`src/rtl/alu_pkg.sv`:
```
// Shared definitions for the 2-bit ALU front end: op-select codes and sequencer FSM states.
package alu_pkg;

  localparam logic [1:0] OP_AND = 2'b00;
  localparam logic [1:0] OP_OR  = 2'b01;
  localparam logic [1:0] OP_ADD = 2'b10;
  localparam logic [1:0] OP_SUB = 2'b11;

  localparam int NUM_RAW_INPUTS = 7;

  typedef enum logic {
    ST_IDLE  = 1'b0,
    ST_VALID = 1'b1
  } seq_state_e;

endpackage

```
`src/rtl/alu_operand_sequencer_debounce_sync.sv`:
```
// One-bit two-flop synchronizer followed by a counting debouncer (latency 2 + DEBOUNCE_CYCLES).
module debounce_sync #(
  parameter  int DEBOUNCE_CYCLES = 16,
  localparam int CNT_W           = $clog2(DEBOUNCE_CYCLES + 1)
) (
  input  logic CLK,
  input  logic RST_N,
  input  logic din,
  output logic dout
);

  logic             sync1_q, sync2_q;
  logic             stable_q, stable_d;
  logic [CNT_W-1:0] cnt_q, cnt_d;

  // Any cycle where the synced level matches the stable level restarts the count.
  always_comb begin
    stable_d = stable_q;
    cnt_d    = '0;
    if (sync2_q != stable_q) begin
      if (cnt_q == CNT_W'(DEBOUNCE_CYCLES - 1)) begin
        stable_d = sync2_q;
      end else begin
        cnt_d = cnt_q + 1'b1;
      end
    end
  end

  always_ff @(posedge CLK or negedge RST_N) begin
    if (!RST_N) begin
      sync1_q  <= 1'b0;
      sync2_q  <= 1'b0;
      stable_q <= 1'b0;
      cnt_q    <= '0;
    end else begin
      sync1_q  <= din;
      sync2_q  <= sync1_q;
      stable_q <= stable_d;
      cnt_q    <= cnt_d;
    end
  end

  assign dout = stable_q;

endmodule

```
`src/rtl/alu_operand_sequencer.sv`:
```
// Debounces board inputs, captures a/b/sel on a LOAD press and offers them with valid/ready.
// Optional macro ALU_SEQ_DROP_CNT_EN adds DROP_CNT, a saturating count of presses lost while busy.
module alu_operand_sequencer
  import alu_pkg::*;
#(
  parameter int DEBOUNCE_CYCLES = 16
) (
  input  logic       CLK,
  input  logic       RST_N,
  input  logic [3:0] BUTTONS,
  input  logic [1:0] SWITCHES,
  input  logic       LOAD,
  input  logic       OP_READY,
  output logic [1:0] A_OUT,
  output logic [1:0] B_OUT,
  output logic [1:0] SEL_OUT,
  output logic       OP_VALID,
`ifdef ALU_SEQ_DROP_CNT_EN
  output logic [3:0] DROP_CNT,
`endif
  output logic       BUSY
);

  logic [NUM_RAW_INPUTS-1:0] raw_vec;
  logic [NUM_RAW_INPUTS-1:0] deb_vec;
  logic                      load_prev_q;
  logic                      load_rise;

  seq_state_e state_q, state_d;
  logic [1:0] a_q, a_d, b_q, b_d, sel_q, sel_d;
  logic       valid_q, valid_d, busy_q, busy_d;

  assign raw_vec = {LOAD, SWITCHES, BUTTONS};

  for (genvar i = 0; i < NUM_RAW_INPUTS; i++) begin : g_deb
    debounce_sync #(
      .DEBOUNCE_CYCLES(DEBOUNCE_CYCLES)
    ) u_deb (
      .CLK  (CLK),
      .RST_N(RST_N),
      .din  (raw_vec[i]),
      .dout (deb_vec[i])
    );
  end

  assign load_rise = deb_vec[6] & ~load_prev_q;

  // A press seen while VALID is simply lost; nothing is queued for later.
  always_comb begin
    state_d = state_q;
    a_d     = a_q;
    b_d     = b_q;
    sel_d   = sel_q;
    valid_d = valid_q;
    busy_d  = busy_q;
    case (state_q)
      ST_IDLE: begin
        if (load_rise) begin
          a_d     = deb_vec[1:0];
          b_d     = deb_vec[3:2];
          sel_d   = deb_vec[5:4];
          state_d = ST_VALID;
          valid_d = 1'b1;
          busy_d  = 1'b1;
        end
      end
      ST_VALID: begin
        if (OP_READY) begin
          state_d = ST_IDLE;
          valid_d = 1'b0;
          busy_d  = 1'b0;
        end
      end
      default: state_d = ST_IDLE;
    endcase
  end

  always_ff @(posedge CLK or negedge RST_N) begin
    if (!RST_N) begin
      state_q     <= ST_IDLE;
      a_q         <= 2'b00;
      b_q         <= 2'b00;
      sel_q       <= 2'b00;
      valid_q     <= 1'b0;
      busy_q      <= 1'b0;
      load_prev_q <= 1'b0;
    end else begin
      state_q     <= state_d;
      a_q         <= a_d;
      b_q         <= b_d;
      sel_q       <= sel_d;
      valid_q     <= valid_d;
      busy_q      <= busy_d;
      load_prev_q <= deb_vec[6];
    end
  end

  assign A_OUT    = a_q;
  assign B_OUT    = b_q;
  assign SEL_OUT  = sel_q;
  assign OP_VALID = valid_q;
  assign BUSY     = busy_q;

`ifdef ALU_SEQ_DROP_CNT_EN
  logic [3:0] drop_q, drop_d;

  always_comb begin
    drop_d = drop_q;
    if (load_rise) begin
      if (state_q == ST_VALID) begin
        if (drop_q != 4'hF) drop_d = drop_q + 4'd1;
      end else begin
        drop_d = 4'd0;
      end
    end
  end

  always_ff @(posedge CLK or negedge RST_N) begin
    if (!RST_N) drop_q <= 4'd0;
    else        drop_q <= drop_d;
  end

  assign DROP_CNT = drop_q;
`endif

endmodule

```
`config.mk`:
```
export PLATFORM = sky130hd
export DESIGN_NAME = alu_operand_sequencer
export DESIGN_NICKNAME = d
export VERILOG_FILES = /design/src/rtl/alu_pkg.sv /design/src/rtl/alu_operand_sequencer_debounce_sync.sv /design/src/rtl/alu_operand_sequencer.sv
export SDC_FILE = /design/constraint.sdc
export NUM_CORES = 1
export LEC_CHECK = 0
export CORE_MARGIN = 2
export CORE_UTILIZATION = 50
export CTS_CLUSTER_DIAMETER = 200
export DETAILED_ROUTE_END_ITERATION = 16
export PLACE_DENSITY = 0.77
export SYNTH_ARGS = -nofsm -noshare
export SYNTH_HDL_FRONTEND = slang
export SYNTH_HIERARCHICAL = 1
export SYNTH_SLANG_ARGS = --single-unit
```
`constraint.sdc`:
```
create_clock -name CLK -period 1.4 [get_ports CLK]
set_input_delay 0.28 -clock CLK [delete_from_list [all_inputs] [get_ports CLK]]
set_output_delay 0.28 -clock CLK [all_outputs]
set_load 0.1 [all_outputs]
```
# Yosys cells after proc, flatten, opt, wreduce, memory -nomap -nowiden
# Cells that the tools add are included.
[word_totals]
in_bits = 10
out_inout_bits = 8
register_bits = 65
wordCells = 89
[classes]
reduce_logical = 9
n_addsub = 7
n_bitwise = 3
muxes = 20
n_eq_ne = 16
[op_table]
columns = ["cell", "count"]
rows = [
  ["two-way mux 5 bit", 14],
  ["adder 5 x 1 -> 5 bit, second input constant", 7],
  ["equality test 5 x 4 -> 1 bit, second input constant", 7],
  ["AND reduction 2 bit", 9],
  ["!= test 1 bit", 7],
  ["two-way mux 1 bit", 4],
  ["!= test 2 bit, second input constant", 2],
  ["case mux 1 bit (2 select lines)", 2],
  ["NOT 1 bit", 2],
  ["bitwise AND 1 bit", 1],
]

# Depth between registers and ports, before layout
# Gate-level depths: netlist of run 1.
[logic_depth]
depth_word = 4
depth_mapped = 4
depth_no_buf = 4

# By module
# The synthesis of run 1 kept the hierarchy.
[modules_own_cells]
columns = ["module", "instances", "area_each_um2", "cells_per_inst", "seq_area_each_um2"]
rows = [
  ["debounce_sync", 7, 304.0, 23, 200.2],
  ["alu_operand_sequencer", 1, 349.1, 22, 225.2],
]

# Worst setup path after synthesis of run 1
# No wires, ideal clock.
[synth_timing]
path_type = "register to output"
startpoint = "reg valid_q (netlist: OP_VALID)"
endpoint = "out OP_VALID"
path_buffers = 1
arrival_ns = 1.357
stages_incl_launch_ff = 2
setup_slack_ns = -0.237
required_ns = 1.120
path_cell_list = "dfrtp_1 -> buf_4"
[synth_lines]
columns = ["element", "line", "text"]
rows = [
  ["start: declaration", "alu_operand_sequencer.sv:31", "logic valid_q, valid_d, busy_q, busy_d;"],
  ["start signal: assignment", "alu_operand_sequencer.sv:92", "valid_q <= valid_d;"],
  ["end: declaration", "alu_operand_sequencer.sv:17", "output logic OP_VALID,"],
]
# No word-level cell between the ends.

==> metrics.md, run 1 <==
| Metric | Value |
|---|---|
| Via density per instance | `4.69` |
| Input/output buffers | `17` |
| Finished Layout Cells | `285` |
| Io pins | `18` |
| Worst Max-Slew Pin Slew | `0.321 ns` |
| Arr. time, crit path | `0.99 ns` |
| Hold WC Path Type | `reg -> reg` |
| Crit-path slowest cell | `dfrtp_2` |
| Largest net degree at the start of global routing | `66` |
| Cell area after synthesis | `2480 um2` |
| CP Capture Type | `output port` |
| Power Density | `1170 nW/um2` |
| Initial core utilization | `52.1%` |
| # diodes | `0` |
| Syn Area/Cell | `13.5 um2` |
| Most frequent cells in the layout | `dfrtp_1, xor2_1, nor2_1, clkbuf_8` |
| HPWL after detailed placement | `2320 um` |
| Critical path class | `reg -> out` |
| Yosys warnings | `6` |
| Grt total ovfl | `0` |
| Gr usage total | `14.9%` |
| Cells along the critical path | `buf_12` |
| Area growth, synth to finish | `21.6%` |
| Clock skew | `0.0102 ns` |
| Synthesis-stage register bit count | `65` |
| Most common cell after layout, fill and taps aside | `dfrtp_1` |
| Worst EP required | `1.12 ns` |
| Gpl congestion | `0.710` |
| WP buf/inv | `1` |
| Worst setup SP type | `flip-flop` |
| Routed len/inst | `11.7 um` |
| Die width | `74.4 um` |
| Vias in the first global route | `1,348` |
| CTS tree | `built` |
| Clk buf depth | `2` |
| Crit-path max FO | `4` |
| WL final | `3330 um` |
| Initial antenna violation count | `0` |
| # DRC | `0` |
| 1st-pass router iterations | `4` |
| Maximum vdd drop | `0.775 mV` |
| Unrepaired setup endpoints after global routing | `no` |
| Die Footprint | `5530 um2` |
| Worst relative slew slack | `78.6%` |
| Fmax | `788 MHz` |
| H-tree Lvls | `3` |
| Root Driver | `clkbuf_8` |
| Status | `finished, final reports clean` |
| Top delay family on crit path | `flip-flops` |
| Clock-pin slew on the worst setup and hold paths | `0.07 ns` |
| Syn Nets | `200` |
| Final Critical Period | `1.27 ns` |
| P_leak | `1.54 nW` |
| Core area | `4750 um2` |
| Syn Inst Count | `183` |
| Final Net Count | `230` |
| Seq/Total Area, Yosys | `65.7%` |
| Final Hold Fails | `0` |
| Vias post-DR | `1,338` |
| Max stage delay on crit path | `0.47 ns` |
| FP Rows | `25` |
| Post_cts resized | `0` |
| Initial DRC count | `53` |
| First-pass GRT wire length | `5810 um` |
| Placed Instances | `267` |
| # clock sinks | `65` |
| Layout cells sized above 1 | `22.0%` |
| Setup violators final | `0` |
| Final Cycle Share | `90.7%` |
| Antenna viol nets, final | `0` |
| Slew Viols, Final | `0` |
| TNS Setup | `0 ns` |
| Die Span Y | `74.4 um` |
| Number of distinct library cells after synthesis | `18` |
| Clock latency on the worst-skew pair | `0.33 ns` |
| Max-cap violations | `0` |
| CTS buffer count | `9` |
==> flip-flops by register name, summed over array words and instances, names as in the netlist <==
signal,flops
g_deb.u_deb/dout,7
A_OUT,2
OP_VALID,1
g_deb.u_deb/sync1_q,7
B_OUT,2
SEL_OUT,2
g_deb.u_deb/cnt_q,35
load_prev_q,1
state_q,1
g_deb.u_deb/sync2_q,7
==> power by group <==
part           switching (mW)  internal (mW)
logic                  0.0935         0.0790
registers              0.0473           1.95
clock network           0.633          0.731
==> final timing paths <==
kind                                     endpoint  slack (ns)                   start  cells past startpoint
max                                          BUSY        0.13                OP_VALID                      1
min                        g_deb[2].u_deb/sync2_q        0.35  g_deb[2].u_deb/sync1_q                      0
max reg2reg                              A_OUT[0]        0.14     g_deb[6].u_deb/dout                      3
min reg2reg                g_deb[2].u_deb/sync2_q        0.35  g_deb[2].u_deb/sync1_q                      0
max in group asynchronous                OP_VALID        0.63                   RST_N                      3
min in group asynchronous  g_deb[0].u_deb/sync2_q        0.49                   RST_N                      3
==> through the flow <==
step / instance area (um2) / utilization (%) / setup WS, ns / hold WS [ns] / total power [mW]
5_1_grt: 3010 / 63.3 / 0.0751 / 0.356 / 3.71
3_3_place_gp: 2820 / 59.3 / 0.124 / 0.321 / 2.20
2_1_floorplan: 2480 / - / 0.0633 / -0.0156 / 2.11
4_1_cts: 3000 / 63.2 / 0.0656 / 0.350 / 3.59
6_report: 3010 / 63.3 / 0.130 / 0.347 / 3.53
3_5_place_dp: 2820 / 59.3 / 0.0782 / 0.320 / 2.21
==> cell usage after synthesis <==
master     number  area (um2)
buf_4           1        7.51
o21ai_1         7        35.0
ha_1            7        87.6
nor2_1         21        78.8
dfrtp_1        65        1630
and2_1          7        43.8
o2bb2ai_1       1        8.76
a21oi_1         1        5.00
mux2_1          7        78.8
nor2_2          7        43.8
nand3_1         7        35.0
a21o_2          1        8.76
nor3b_4         1        18.8
mux2_2          6        67.6
and3_1          7        43.8
xor2_1         21         184
nand3_2         7        70.1
inv_1           9        33.8
==> final cells by class <==
type / instances / area [um2]
inverter: 9 / 33.8
timing repair buffer: 20 / 283
fill: 383 / 1740
clock buffer: 13 / 159
multi-input combinational: 108 / 810
tap: 67 / 83.8
sequential: 65 / 1630
clock inverter: 3 / 15.0
==> timing repair <==
| item | CTS | global route |
|---|---|---|
| setup endpoints to repair | 0 | 6 |
| endpoints found under the hold margin | 65 | 0 |
| hold buffers | 1 | 0 |
| buffers inserted | 0 | 1 |
==> layer usage <==
| layer | global-route usage, % | share of wire [%] |
|---|---|---|
| met1 | 17.8 | 46 |
| met2 | 22.6 | 48 |
| met3 | 4.34 | 3.8 |
| met4 | 11.9 | 1.8 |
| met5 | 0 | 0 |
==> logic make-up (layout without fill, tap and decap cells) <==
group | after synthesis | count (layout) | synth area share [%]
AO/OA/AOI/OAI | 10 | 10 | 2.32
XOR/XNOR | 21 | 21 | 7.42
adder cells (fa/ha/maj) | 7 | 7 | 3.54
buffers and inverters | 10 | 45 | 1.67
flip-flops | 65 | 65 | 65.7
multiplexers | 13 | 13 | 5.91
AND/OR/NAND/NOR | 57 | 57 | 13.5
Power figures use the tool's default switching activity.
==> run 2: changes to the inputs <==
--- a/config.mk
+++ b/config.mk
@@ -14,3 +14,4 @@
 export SYNTH_HDL_FRONTEND = slang
 export SYNTH_HIERARCHICAL = 1
 export SYNTH_SLANG_ARGS = --single-unit
+export TNS_END_PERCENT = 1
==> results of run 2 <==
No change in the layout: final DEF, timing and power equal those of run 1.
==> run 3: changes to the inputs <==
==> constraint.sdc (replaced) <==
create_clock -name CLK -period 1.4 [get_ports CLK]
set_input_delay 0.28 -clock CLK [delete_from_list [all_inputs] [get_ports CLK]]
set_output_delay 0.28 -clock CLK [all_outputs]
set_load 0.005 [all_outputs]
==> run 3 against run 2 <==
Against the previous run: count of clock-buffer cells in the layout rose by 1; total power is 0.71% lower; hold slack better by 0.0042 ns; via count barely moved; wire length increased by 3.0%; clock power about the same; sequential share of layout area is 1.9 points higher; core utilization down 2.2 points; fmax is 4.1% lower; critical endpoint is now SEL_OUT[0].
==> metrics.md, run 3 (same netlist as run 1, synthesis figures left out) <==
| Metric | Value |
|---|---|
| # diodes | `0 (unchanged)` |
| Gpl congestion | `0.703 (was 0.710)` |
| Initial core utilization | `52.1% (unchanged)` |
| Critical path class | `reg -> reg (was reg -> out)` |
| Layout cells sized above 1 | `16.7% (was 22.0%)` |
| Overall power | `3.51 mW (was 3.53 mW)` |
| Power Density | `1210 nW/um2 (was 1170 nW/um2)` |
| Setup violators final | `0 (unchanged)` |
| Clk pwr share | `38.2% (was 38.6%)` |
| Psw | `758 uW (was 774 uW)` |
| Input/output buffers | `17 (unchanged)` |
| Max stage delay on crit path | `0.43 ns (was 0.47 ns)` |
| Slew Viols, Final | `0 (unchanged)` |
| HPWL after detailed placement | `2320 um (about the same)` |
| 1st-pass router iterations | `3 (was 4)` |
| Most flop-heavy register | `g_deb.u_deb/cnt_q (unchanged)` |
| Clk buf depth | `2 (unchanged)` |
| # DRC | `0 (unchanged)` |
| Dpl cell area | `2740 um2 (was 2820 um2)` |
| Worst Max-Slew Pin Slew | `0.381 ns (was 0.321 ns)` |
| Final Cycle Share | `94.5% (was 90.7%)` |
| Fmax | `755 MHz (was 788 MHz)` |
| CTS buffer count | `9 (unchanged)` |
| # clock sinks | `65 (unchanged)` |
| Grt total ovfl | `0 (unchanged)` |
| Vias in the first global route | `1,395 (was 1,348)` |
| CP Capture Type | `flip-flop (was output port)` |
| Unrepaired setup endpoints after global routing | `no (unchanged)` |
| P_leak | `1.51 nW (was 1.54 nW)` |
| Gr usage total | `15.6% (was 14.9%)` |
| Final Critical Period | `1.32 ns (was 1.27 ns)` |
| Hold WC Path Type | `reg -> reg (unchanged)` |
| Status | `finished, final reports clean (unchanged)` |
| Sequential share of power | `56.9% (was 56.5%)` |
| First-pass GRT wire length | `6120 um (was 5810 um)` |
| Crit-path max FO | `7 (was 4)` |
| Via density per instance | `4.73 (was 4.69)` |
| WL final | `3440 um (was 3330 um)` |
| Worst relative slew slack | `74.6% (was 78.6%)` |
| Internal power | `2.75 mW (was 2.76 mW)` |
| Design Area, Final | `2910 um2 (was 3010 um2)` |
| Multi-input logic area | `810 um2 (unchanged)` |
| Most common cell after layout, fill and taps aside | `dfrtp_1 (unchanged)` |
| H-tree Lvls | `3 (unchanged)` |
| Initial antenna violation count | `0 (unchanged)` |
| Net Sw Frac | `21.6% (was 21.9%)` |
| Die Footprint | `5530 um2 (unchanged)` |
| FP Rows | `25 (unchanged)` |
| Antenna viol nets, final | `0 (unchanged)` |
| Maximum vdd drop | `0.805 mV (was 0.775 mV)` |
| Vias post-DR | `1,339 (was 1,338)` |
| Area growth, synth to finish | `17.4% (was 21.6%)` |
| Clock skew | `0.00211 ns (was 0.0102 ns)` |
| Root Driver | `clkbuf_8 (unchanged)` |
| Register Area | `1630 um2 (about the same)` |
| Routed len/inst | `12.1 um (was 11.7 um)` |
| Final-layout fill cell count | `395 (was 383)` |
| Io pins | `18 (unchanged)` |
| TNS Setup | `0 ns (unchanged)` |
| Final Net Count | `230 (unchanged)` |
| Largest net degree at the start of global routing | `66 (unchanged)` |
| Crit-path slowest cell | `dfrtp_1 (was dfrtp_2)` |
| Most frequent cells in the layout | `dfrtp_1, xor2_1, nor2_1, clkbuf_8, inv_1 (was dfrtp_1, xor2_1, nor2_1, clkbuf_8)` |
| Worst EP required | `1.61 ns (was 1.12 ns)` |
| CTS tree | `built (unchanged)` |
| Die Span Y | `74.4 um (unchanged)` |
| Initial DRC count | `65 (was 53)` |
| Cells along the critical path | `nor3b_4 > mux2_2 (was buf_12)` |
| Final Hold Fails | `0 (unchanged)` |
| Worst setup SP type | `flip-flop (unchanged)` |
| Arr. time, crit path | `1.54 ns (was 0.99 ns)` |
| Clock latency on the worst-skew pair | `0.33 ns (about the same)` |
| Max-cap violations | `0 (unchanged)` |
| Max reg flops | `35 (unchanged)` |
| Die width | `74.4 um (unchanged)` |
| Core area | `4750 um2 (unchanged)` |
| Clock-pin slew on the worst setup and hold paths | `0.06 ns (was 0.07 ns)` |
| Combinational Power Share | `4.9% (about the same)` |
-- run 3: cell count changes in the layout (fill, tap and decap cells not counted) --
cell / previous run / this run
dfrtp_2: 1 / 0
dlygate4sd2_1: 0 / 8
clkbuf_1: 2 / 3
buf_12: 9 / 1
clkinv_2: 3 / 0
dfrtp_1: 64 / 65
-- run 3: path summary, 6_finish.rpt --
check                      cells after the start                   start  slack (ns)                 endpoint
setup / recovery                               2                 state_q        0.08               SEL_OUT[0]
hold / removal                                 0  g_deb[6].u_deb/sync1_q        0.35   g_deb[6].u_deb/sync2_q
setup reg to reg                               2                 state_q        0.08               SEL_OUT[0]
hold reg to reg                                0  g_deb[6].u_deb/sync1_q        0.35   g_deb[6].u_deb/sync2_q
max in group asynchronous                      3                   RST_N        0.65  g_deb[6].u_deb/cnt_q[1]
min in group asynchronous                      3                   RST_N        0.48  g_deb[3].u_deb/cnt_q[0]
-- run 3: area by class of cell --
| class | count | share of cell area [%] |
|---|---|---|
| timing repair buffer | 20 | 6.62 |
| sequential | 65 | 55.9 |
| tap | 67 | 2.88 |
| multi-input combinational | 108 | 27.8 |
| clock buffer | 14 | 5.59 |
| inverter | 9 | 1.16 |
-- run 3: power groups by stage --
stage | clock [mW] | sequential [mW] | combinational [mW]
2_1_floorplan | 0 | 2.02 | 0.0925
3_3_place_gp | 0 | 2.03 | 0.170
3_5_place_dp | 0 | 2.03 | 0.177
4_1_cts | 1.38 | 2.00 | 0.178
5_1_grt | 1.47 | 2.00 | 0.211
6_report | 1.34 | 2.00 | 0.172
-- run 3: metal layers --
metal,GRT usage (%),up-vias,routed length [um]
li1,-,660,-
met1,19.4,645,1580
met2,22.8,24,1580
met3,7.05,10,177
met4,8.93,0,95
met5,0,-,0
-- run 3: repair_timing --
item	in CTS	in global routing
resized for setup	8	0
endpoints found under the setup margin	8	0
hold buffers	1	0
hold endpoints to repair	65	0
buffers inserted	1	0
-- run 3: critical path, delay by kind of cell (launching register included) --
| family | cells | cell delay (ns) |
|---|---|---|
| flops | 1 | 0.43 |
| mux | 1 | 0.38 |
| simple gates | 1 | 0.39 |
-- run 3: through the flow --
| stage | instances | util, % | hold WS, ns | worst slack [ns] |
|---|---|---|---|---|
| after global routing | 283 | 61.2 | 0.359 | 0.0194 |
| after floorplan | 183 | - | -0.0156 | 0.196 |
| after CTS | 283 | 61.2 | 0.355 | 0.0583 |
| final | 283 | 61.2 | 0.352 | 0.0763 |
| after detailed placement | 267 | 57.6 | 0.323 | 0.0684 |
| after global placement | 267 | 57.6 | 0.315 | 0.109 |
